--- src/rtl/apb_slave_regfile_pkg.sv ---
// rtl/apb_slave_regfile_pkg.sv - shared constants and types for the APB register-file slave
package apb_slave_pkg;

    localparam int NUM_REGS = 8;
    localparam int NUM_RW   = 6;

    localparam logic [1:0] ST_IDLE_ENC = 2'd0;
    localparam logic [1:0] ST_WAIT_ENC = 2'd1;
    localparam logic [1:0] ST_RESP_ENC = 2'd2;

    typedef enum logic [1:0] {
        ST_IDLE = ST_IDLE_ENC,
        ST_WAIT = ST_WAIT_ENC,
        ST_RESP = ST_RESP_ENC
    } state_t;

    localparam logic [2:0] OFF_CTRL   = 3'd0;
    localparam logic [2:0] OFF_STATUS = 3'd6;
    localparam logic [2:0] OFF_ID     = 3'd7;

    // Read data returned alongside Pslverr.
    localparam logic [31:0] ERR_RDATA = 32'h0000_0000;

    function automatic logic is_read_only(input logic [2:0] off);
        return (off == OFF_STATUS) || (off == OFF_ID);
    endfunction

endpackage

--- src/rtl/apb_slave_regbank.sv ---
// rtl/apb_slave_regbank.sv - six read/write words plus status and ID read-only words
module apb_slave_regbank
    import apb_slave_pkg::*;
#(
    parameter logic [31:0] ID_VALUE = 32'hA5B0_0001
) (
    input  logic        clk,
    input  logic        rst_n,
    input  logic        wr_en,
    input  logic [2:0]  wr_idx,
    input  logic [31:0] wr_data,
    input  logic [2:0]  rd_idx,
    output logic [31:0] rd_data,
    input  logic [31:0] status_in,
    output logic [31:0] ctrl
);

    logic [31:0] rw_q [NUM_RW];

    always_ff @(posedge clk or negedge rst_n) begin
        if (!rst_n) begin
            for (int i = 0; i < NUM_RW; i++) begin
                rw_q[i] <= '0;
            end
        end else begin
            for (int i = 0; i < NUM_RW; i++) begin
                if (wr_en && (wr_idx == 3'(i))) begin
                    rw_q[i] <= wr_data;
                end
            end
        end
    end

    // The status word is read live: its consumer is the response register, so the
    // value returned is exactly the one sampled at the edge that enters RESP.
    always_comb begin
        rd_data = '0;
        for (int i = 0; i < NUM_RW; i++) begin
            if (rd_idx == 3'(i)) begin
                rd_data = rw_q[i];
            end
        end
        if (rd_idx == OFF_STATUS) begin
            rd_data = status_in;
        end
        if (rd_idx == OFF_ID) begin
            rd_data = ID_VALUE;
        end
    end

    assign ctrl = rw_q[0];

endmodule

--- src/rtl/apb_slave_regfile.sv ---
// rtl/apb_slave_regfile.sv - APB completer with wait states, address decode and error response
module apb_slave_regfile
    import apb_slave_pkg::*;
#(
    parameter int          SEL_IDX     = 0,
    parameter logic [31:0] BASE_ADDR   = 32'h8000_0000,
    parameter int          WAIT_STATES = 1,
    parameter logic [31:0] ID_VALUE    = 32'hA5B0_0001
) (
    input  logic        Hclk,
    input  logic        Hreset,
    input  logic [2:0]  Pselx,
    input  logic        Penable,
    input  logic        Pwrite,
    input  logic [31:0] Paddr,
    input  logic [31:0] Pwdata,
    input  logic [31:0] Status_in,
    output logic [31:0] Prdata,
    output logic        Pready,
    output logic        Pslverr,
    output logic [31:0] Ctrl_out
);

    localparam logic [2:0] WS_INIT = 3'(WAIT_STATES - 1);

    logic        sel;
    logic        setup;
    logic        access;
    logic        hit;
    logic [2:0]  off_in;
    logic        err_in;

    assign sel    = |(Pselx & (3'b001 << SEL_IDX));
    assign setup  = sel & ~Penable;
    assign access = sel & Penable;
    assign off_in = Paddr[4:2];
    assign hit    = (Paddr[31:5] == BASE_ADDR[31:5]) && (Paddr[1:0] == 2'b00);
    assign err_in = !hit || (Pwrite && is_read_only(off_in));

    state_t      state_q, state_d;
    logic [2:0]  cnt_q, cnt_d;
    logic [2:0]  off_q;
    logic        write_q;
    logic        err_q;
    logic        latch;
    logic        enter_resp;
    logic        wr_en;
    logic        resp_err;
    logic [2:0]  rd_idx;
    logic [31:0] rd_data;

    // With zero wait states RESP is entered straight from the setup cycle, before
    // the decode has been latched, so the live decode feeds the response.
    assign rd_idx   = (state_q == ST_IDLE) ? off_in : off_q;
    assign resp_err = (state_q == ST_IDLE) ? err_in : err_q;

    always_comb begin
        state_d    = state_q;
        cnt_d      = cnt_q;
        latch      = 1'b0;
        enter_resp = 1'b0;
        wr_en      = 1'b0;
        unique case (state_q)
            ST_IDLE: begin
                if (setup) begin
                    latch = 1'b1;
                    if (WAIT_STATES == 0) begin
                        state_d    = ST_RESP;
                        enter_resp = 1'b1;
                    end else begin
                        state_d = ST_WAIT;
                        cnt_d   = WS_INIT;
                    end
                end
            end
            ST_WAIT: begin
                if (access) begin
                    if (cnt_q == 3'd0) begin
                        state_d    = ST_RESP;
                        enter_resp = 1'b1;
                    end else begin
                        cnt_d = cnt_q - 3'd1;
                    end
                end else begin
                    state_d = ST_IDLE;
                end
            end
            ST_RESP: begin
                state_d = ST_IDLE;
                wr_en   = access & write_q & ~err_q;
            end
            default: state_d = ST_IDLE;
        endcase
    end

    always_ff @(posedge Hclk or negedge Hreset) begin
        if (!Hreset) begin
            state_q <= ST_IDLE;
            cnt_q   <= '0;
            off_q   <= '0;
            write_q <= 1'b0;
            err_q   <= 1'b0;
            Pready  <= 1'b0;
            Pslverr <= 1'b0;
            Prdata  <= '0;
        end else begin
            state_q <= state_d;
            cnt_q   <= cnt_d;
            if (latch) begin
                off_q   <= off_in;
                write_q <= Pwrite;
                err_q   <= err_in;
            end
            Pready  <= enter_resp;
            Pslverr <= enter_resp & resp_err;
            Prdata  <= (enter_resp && !resp_err) ? rd_data :
                       (enter_resp ? ERR_RDATA : 32'h0);
        end
    end

    apb_slave_regbank #(
        .ID_VALUE (ID_VALUE)
    ) u_regbank (
        .clk       (Hclk),
        .rst_n     (Hreset),
        .wr_en     (wr_en),
        .wr_idx    (off_q),
        .wr_data   (Pwdata),
        .rd_idx    (rd_idx),
        .rd_data   (rd_data),
        .status_in (Status_in),
        .ctrl      (Ctrl_out)
    );

endmodule

--- config.mk ---
export PLATFORM = sky130hd
export DESIGN_NAME = apb_slave_regfile
export DESIGN_NICKNAME = d
export VERILOG_FILES = /design/src/rtl/apb_slave_regfile_pkg.sv /design/src/rtl/apb_slave_regbank.sv /design/src/rtl/apb_slave_regfile.sv
export SDC_FILE = /design/constraint.sdc
export NUM_CORES = 1
export LEC_CHECK = 0
export BUFFER_PORTS_ARGS = -buffer_cell sky130_fd_sc_hd__buf_2
export CORE_ASPECT_RATIO = 1.25
export CORE_UTILIZATION = 62
export DETAILED_ROUTE_END_ITERATION = 8
export GPL_TIMING_DRIVEN = 0
export PLACE_DENSITY = 0.95
export SETUP_SLACK_MARGIN = 0.02
export SYNTH_ARGS = -nofsm -noshare
export SYNTH_HDL_FRONTEND = slang
export SYNTH_HIERARCHICAL = 1
export SYNTH_SLANG_ARGS = --single-unit
--- constraint.sdc ---
create_clock -name Hclk -period 6.4 [get_ports Hclk]
set_clock_uncertainty 0.15 [all_clocks]
set_input_delay 0.96 -clock Hclk [delete_from_list [all_inputs] [get_ports Hclk]]
set_output_delay 0.96 -clock Hclk [all_outputs]
set_load 0.01 [all_outputs]
==> results.md <==
- The total power divided by cell area is about 240 mW/mm².
- The worst setup slack after placement is between 3 and 4 ns.
- The final hold violation count came to 0.
- In the routed design, unresolved DRC markers number 0.
- Across all hold checks on the routed design, the worst slack comes to roughly 0.25 ns.
- In the global route stage, overall resource usage came out at 0.311.
- The slew at the pin with the worst max-slew slack is around 0.83 ns.
- The total number of H-tree levels is 1.
- The setup TNS is 0 ns.
- The tool flagged a number of max-cap violations equal to 0.
- The x dimension of the die is about 120 µm.
- The most used routing layer is met2.
- The startpoint identified for the worst register-to-register timing path is state_q[0].
- In this run the core area contains 54 standard-cell rows.
- The area growth from synthesis to final layout is 17.0%.
- TritonCTS built the clock tree.
- The initial antenna violation count came to 0.
- The fraction of the yosys area taken by sequential cells is 0.522.
- The die is ~150 µm tall.
- The total number of clock tree sinks is 236.
- Dividing the detail-routed wire length by the instance count gives between 20 and 25 µm.
- The number of instances resized during post-cts repair is 0.
- The internal portion of total power is about 0.0024 W.
- Clock tree synthesis selected as its root buffer the cell clkbuf_16.
- The total half-perimeter wirelength after legalization and detailed placement is 18,000 µm.
- The detail route stage leaves a number of antenna-violating nets equal to 0.
- The die covers 0.0188 mm².
- The number of synthesized register bits is between 200 and 250.
- Of the available clock period, the critical path in the final layout requires 0.485.
- The share of layout cells above drive strength 1 is 0.486.
- For met2 alone, demand over resource in global routing was 0.540.
- The flow ran to the end, and the final reports show no timing, DRC or antenna violations.
- The share of flip-flops with an asynchronous set or reset after synthesis is 1.00.
- approximately 170 I/O pins were placed.
- The number of cells traversed by the worst register-to-register path is 8.
- The hold buffer count at CTS is 0.
- The startpoint of the worst setup timing path is state_q[0].
- The routed design has between 20,000 and 30,000 µm of wire.
- The critical setup path kind is flip-flop to flip-flop.
- The count of cell types in the netlist is 40.
- The biggest fanout along the worst timing path is 10.
- The count of yosys warnings during synthesis is 6.
- The post-CTS setup buffer count is 0.
- The cell count after synthesis came out at 820.
- The critical path arrival is about 3.4 ns.
- The sequential share of power is 0.466.
- Setup repair after global routing left no endpoint under its margin.
- The maximum vdd drop is 190 µV.
- Entering global routing, the biggest net connects between 80 and 90 pins.
- The total area inside the core boundary comes to between 0.015 and 0.02 mm².
- The share of total power dissipated in the clock network is 0.420.
- For this run, global-route usage on met3 was measured as 0.0418.
- Setup violations remaining at the end of the flow were counted as 0.
- The fraction of power spent switching nets is 0.244.
- The initial core utilization is 0.642.
- The area of the mapped netlist is between 0.01 and 0.015 mm².
- The routed layout has ~7,600 vias.
- The routability congestion estimate from global placement is a little under 0.8.
- The register-to-register path setup slack is approximately 3.3 ns.
- The repair_antennas step left the layout with diodes totalling 0.
- The switching power is 0.000791 W.
- The static leakage is just under 7 nW.
- The part of the total power dissipated in combinational logic is 0.114.
- The worst slew margin relative to its limit is 0.440.
- In this run, CTS created clock tree buffers numbering 23.
- The path class of the tightest hold or removal check is input port to asynchronous set/reset pin.
- The clock insertion delay at the later pin of the skew report is about 0.51 ns.
- The kind of start point of the critical path is a flip-flop.
- The first global-routing pass estimated around 44,000 µm of wire.
- The capture point of the worst path is Prdata[18].
- The post-layout worst setup margin is approximately 3.3 ns.
- Summed over all layers, the global routing overflow is 0.
- The capturing element type of the critical path is a flip-flop.
- The top flip-flop cell by instance count after synthesis is dfrtp_1.
- The highest clock frequency the design can meet is 322 MHz.
- The via count of the first global-routing pass is ~8,300.
- The share of the core filled with cells in the final layout is 0.751.
- After the first detailed-routing iteration, the DRC count stood at between 400 and 500.
- The synthesized design contains 0 enable-type register cells.
- In the final design database the tool counted roughly 1,100 nets.
- STA puts the critical path data required time at 6.66 ns.
- The count of buffers inserted at the top-level ports is ~170.
- The clock edge transition at the registers on the reported setup and hold paths is approximately 0.06 ns.
- The count of final max-slew check failures is 0.
- The worst path in the final design needs a cycle of 3.10 ns, including I/O delays and setup.
- The count of TritonRoute iterations in the first routing pass is 5.
- The number of buffers between clock root and the deepest sink is 3.
- The average size of a mapped cell is approximately 14 µm².
- The global routing met1 resource utilization is 0.376.
- The number of nets in the synthesized netlist is between 900 and 1,000.
- Dividing the detail-routed via count by the number of cells gives roughly 6.
- The destination of the worst register-to-register timing path is Prdata[18].
-- layer usage --
metal,vias up,share of wire
li1,3296,-
met1,3888,0.39
met2,303,0.52
met3,83,0.054
met4,0,0.039
met5,-,0
-- flip-flops by register name (all words and copies together) (netlist names) --
name,cells
u_regbank/rw_q,160
Prdata,32
u_regbank/ctrl,32
cnt_q,3
off_q,3
state_q,2
Pready,1
Pslverr,1
err_q,1
write_q,1
-- power groups by stage --
stage	Clock, W	Combinational [W]	Sequential (W)
after floorplan	0	0.000207	0.00154
after CTS	0.00138	0.000365	0.00151
final	0.00136	0.000368	0.00151
after global placement	0	0.000341	0.00154
after global routing	0.00144	0.000393	0.00151
after detailed placement	0	0.000356	0.00154
-- through the flow --
stage,total power [W],area [µm²],std cells
global placement,0.00188,12400,1210
finish,0.00324,13200,1252
floorplan,0.00174,11300,820
global route,0.00334,13200,1252
CTS,0.00325,13200,1252
detailed placement,0.00189,12500,1212
-- cells in the mapped netlist, types with 3 or more instances --
cell type / instances / area share
nor4_1: 4 / 0.0022
a31oi_1: 25 / 0.014
buf_1: 3 / 0.00099
nor2_1: 6 / 0.0020
nand2_1: 39 / 0.013
clkbuf_1: 14 / 0.0046
buf_6: 7 / 0.0070
nand4b_1: 4 / 0.0031
or2_2: 25 / 0.014
inv_1: 4 / 0.0013
mux2i_1: 90 / 0.080
mux2_4: 60 / 0.080
o221ai_1: 16 / 0.012
buf_4: 48 / 0.032
buf_12: 6 / 0.011
mux2_2: 139 / 0.14
a22o_1: 24 / 0.019
dfrtp_1: 236 / 0.52
and2_1: 33 / 0.018
buf_2: 9 / 0.0040
mux2_1: 4 / 0.0040
-- layout make-up --
cell class | count | area, µm²
Buffer | 87 | 668
Clock buffer | 34 | 667
Clock inverter | 6 | 83.8
Fill cell | 1024 | 4390
Inverter | 4 | 15.0
Multi-Input combinational cell | 493 | 4730
Sequential cell | 236 | 5910
Tap cell | 224 | 280
Timing Repair Buffer | 168 | 896
-- layout by cell type (no fill, tap or decap), drive strengths merged --
cell type | synthesis | layout
a22o | 24 | 24
a31oi | 25 | 25
and2 | 33 | 33
and3 | 1 | 1
and4 | 1 | 1
and4bb | 1 | 1
buf | 73 | 241
bufinv | 0 | 2
clkbuf | 14 | 48
clkinv | 0 | 3
dfrtp | 236 | 236
ha | 2 | 2
inv | 4 | 5
mux2 | 203 | 203
mux2i | 90 | 90
nand2 | 39 | 39
nand2b | 2 | 2
nand3 | 1 | 1
nand4b | 4 | 4
nor2 | 6 | 6
nor2b | 2 | 2
nor3 | 3 | 3
nor3b | 1 | 1
nor4 | 5 | 5
nor4b | 3 | 3
nor4bb | 1 | 1
o21ai | 2 | 2
o221ai | 16 | 16
or2 | 25 | 25
or3 | 1 | 1
or4 | 1 | 1
or4b | 1 | 1
-- worst min path at each step --
stage | endpoint | from
CTS | Pready | Hreset
global route | Pslverr | Hreset
detailed placement | u_regbank/rw_q[37] | u_regbank/rw_q[37]
finish | Pready | Hreset
floorplan | write_q | write_q
global placement | u_regbank/rw_q[36] | u_regbank/rw_q[36]
-- logic make-up after synthesis --
kind of cell / after synthesis / synth area share
muxes: 293 / 0.301
AOI/OAI and AO/OA: 67 / 0.0456
adders and majority gates: 2 / 0.00221
DFF: 236 / 0.522
and+or+nand+nor: 131 / 0.0687
buffers and inverters: 91 / 0.0603
-- critical path: stages (launching register included) --
cell and delay (ns):
dfrtp_1 0.42, nor2_1 0.25, mux2_2 0.37, buf_2 0.19, nor2_1 0.50, clkbuf_1 0.54, a22o_1 0.33, a31oi_1 0.07
and2_1 0.19
(Power assumes the default switching activity.)
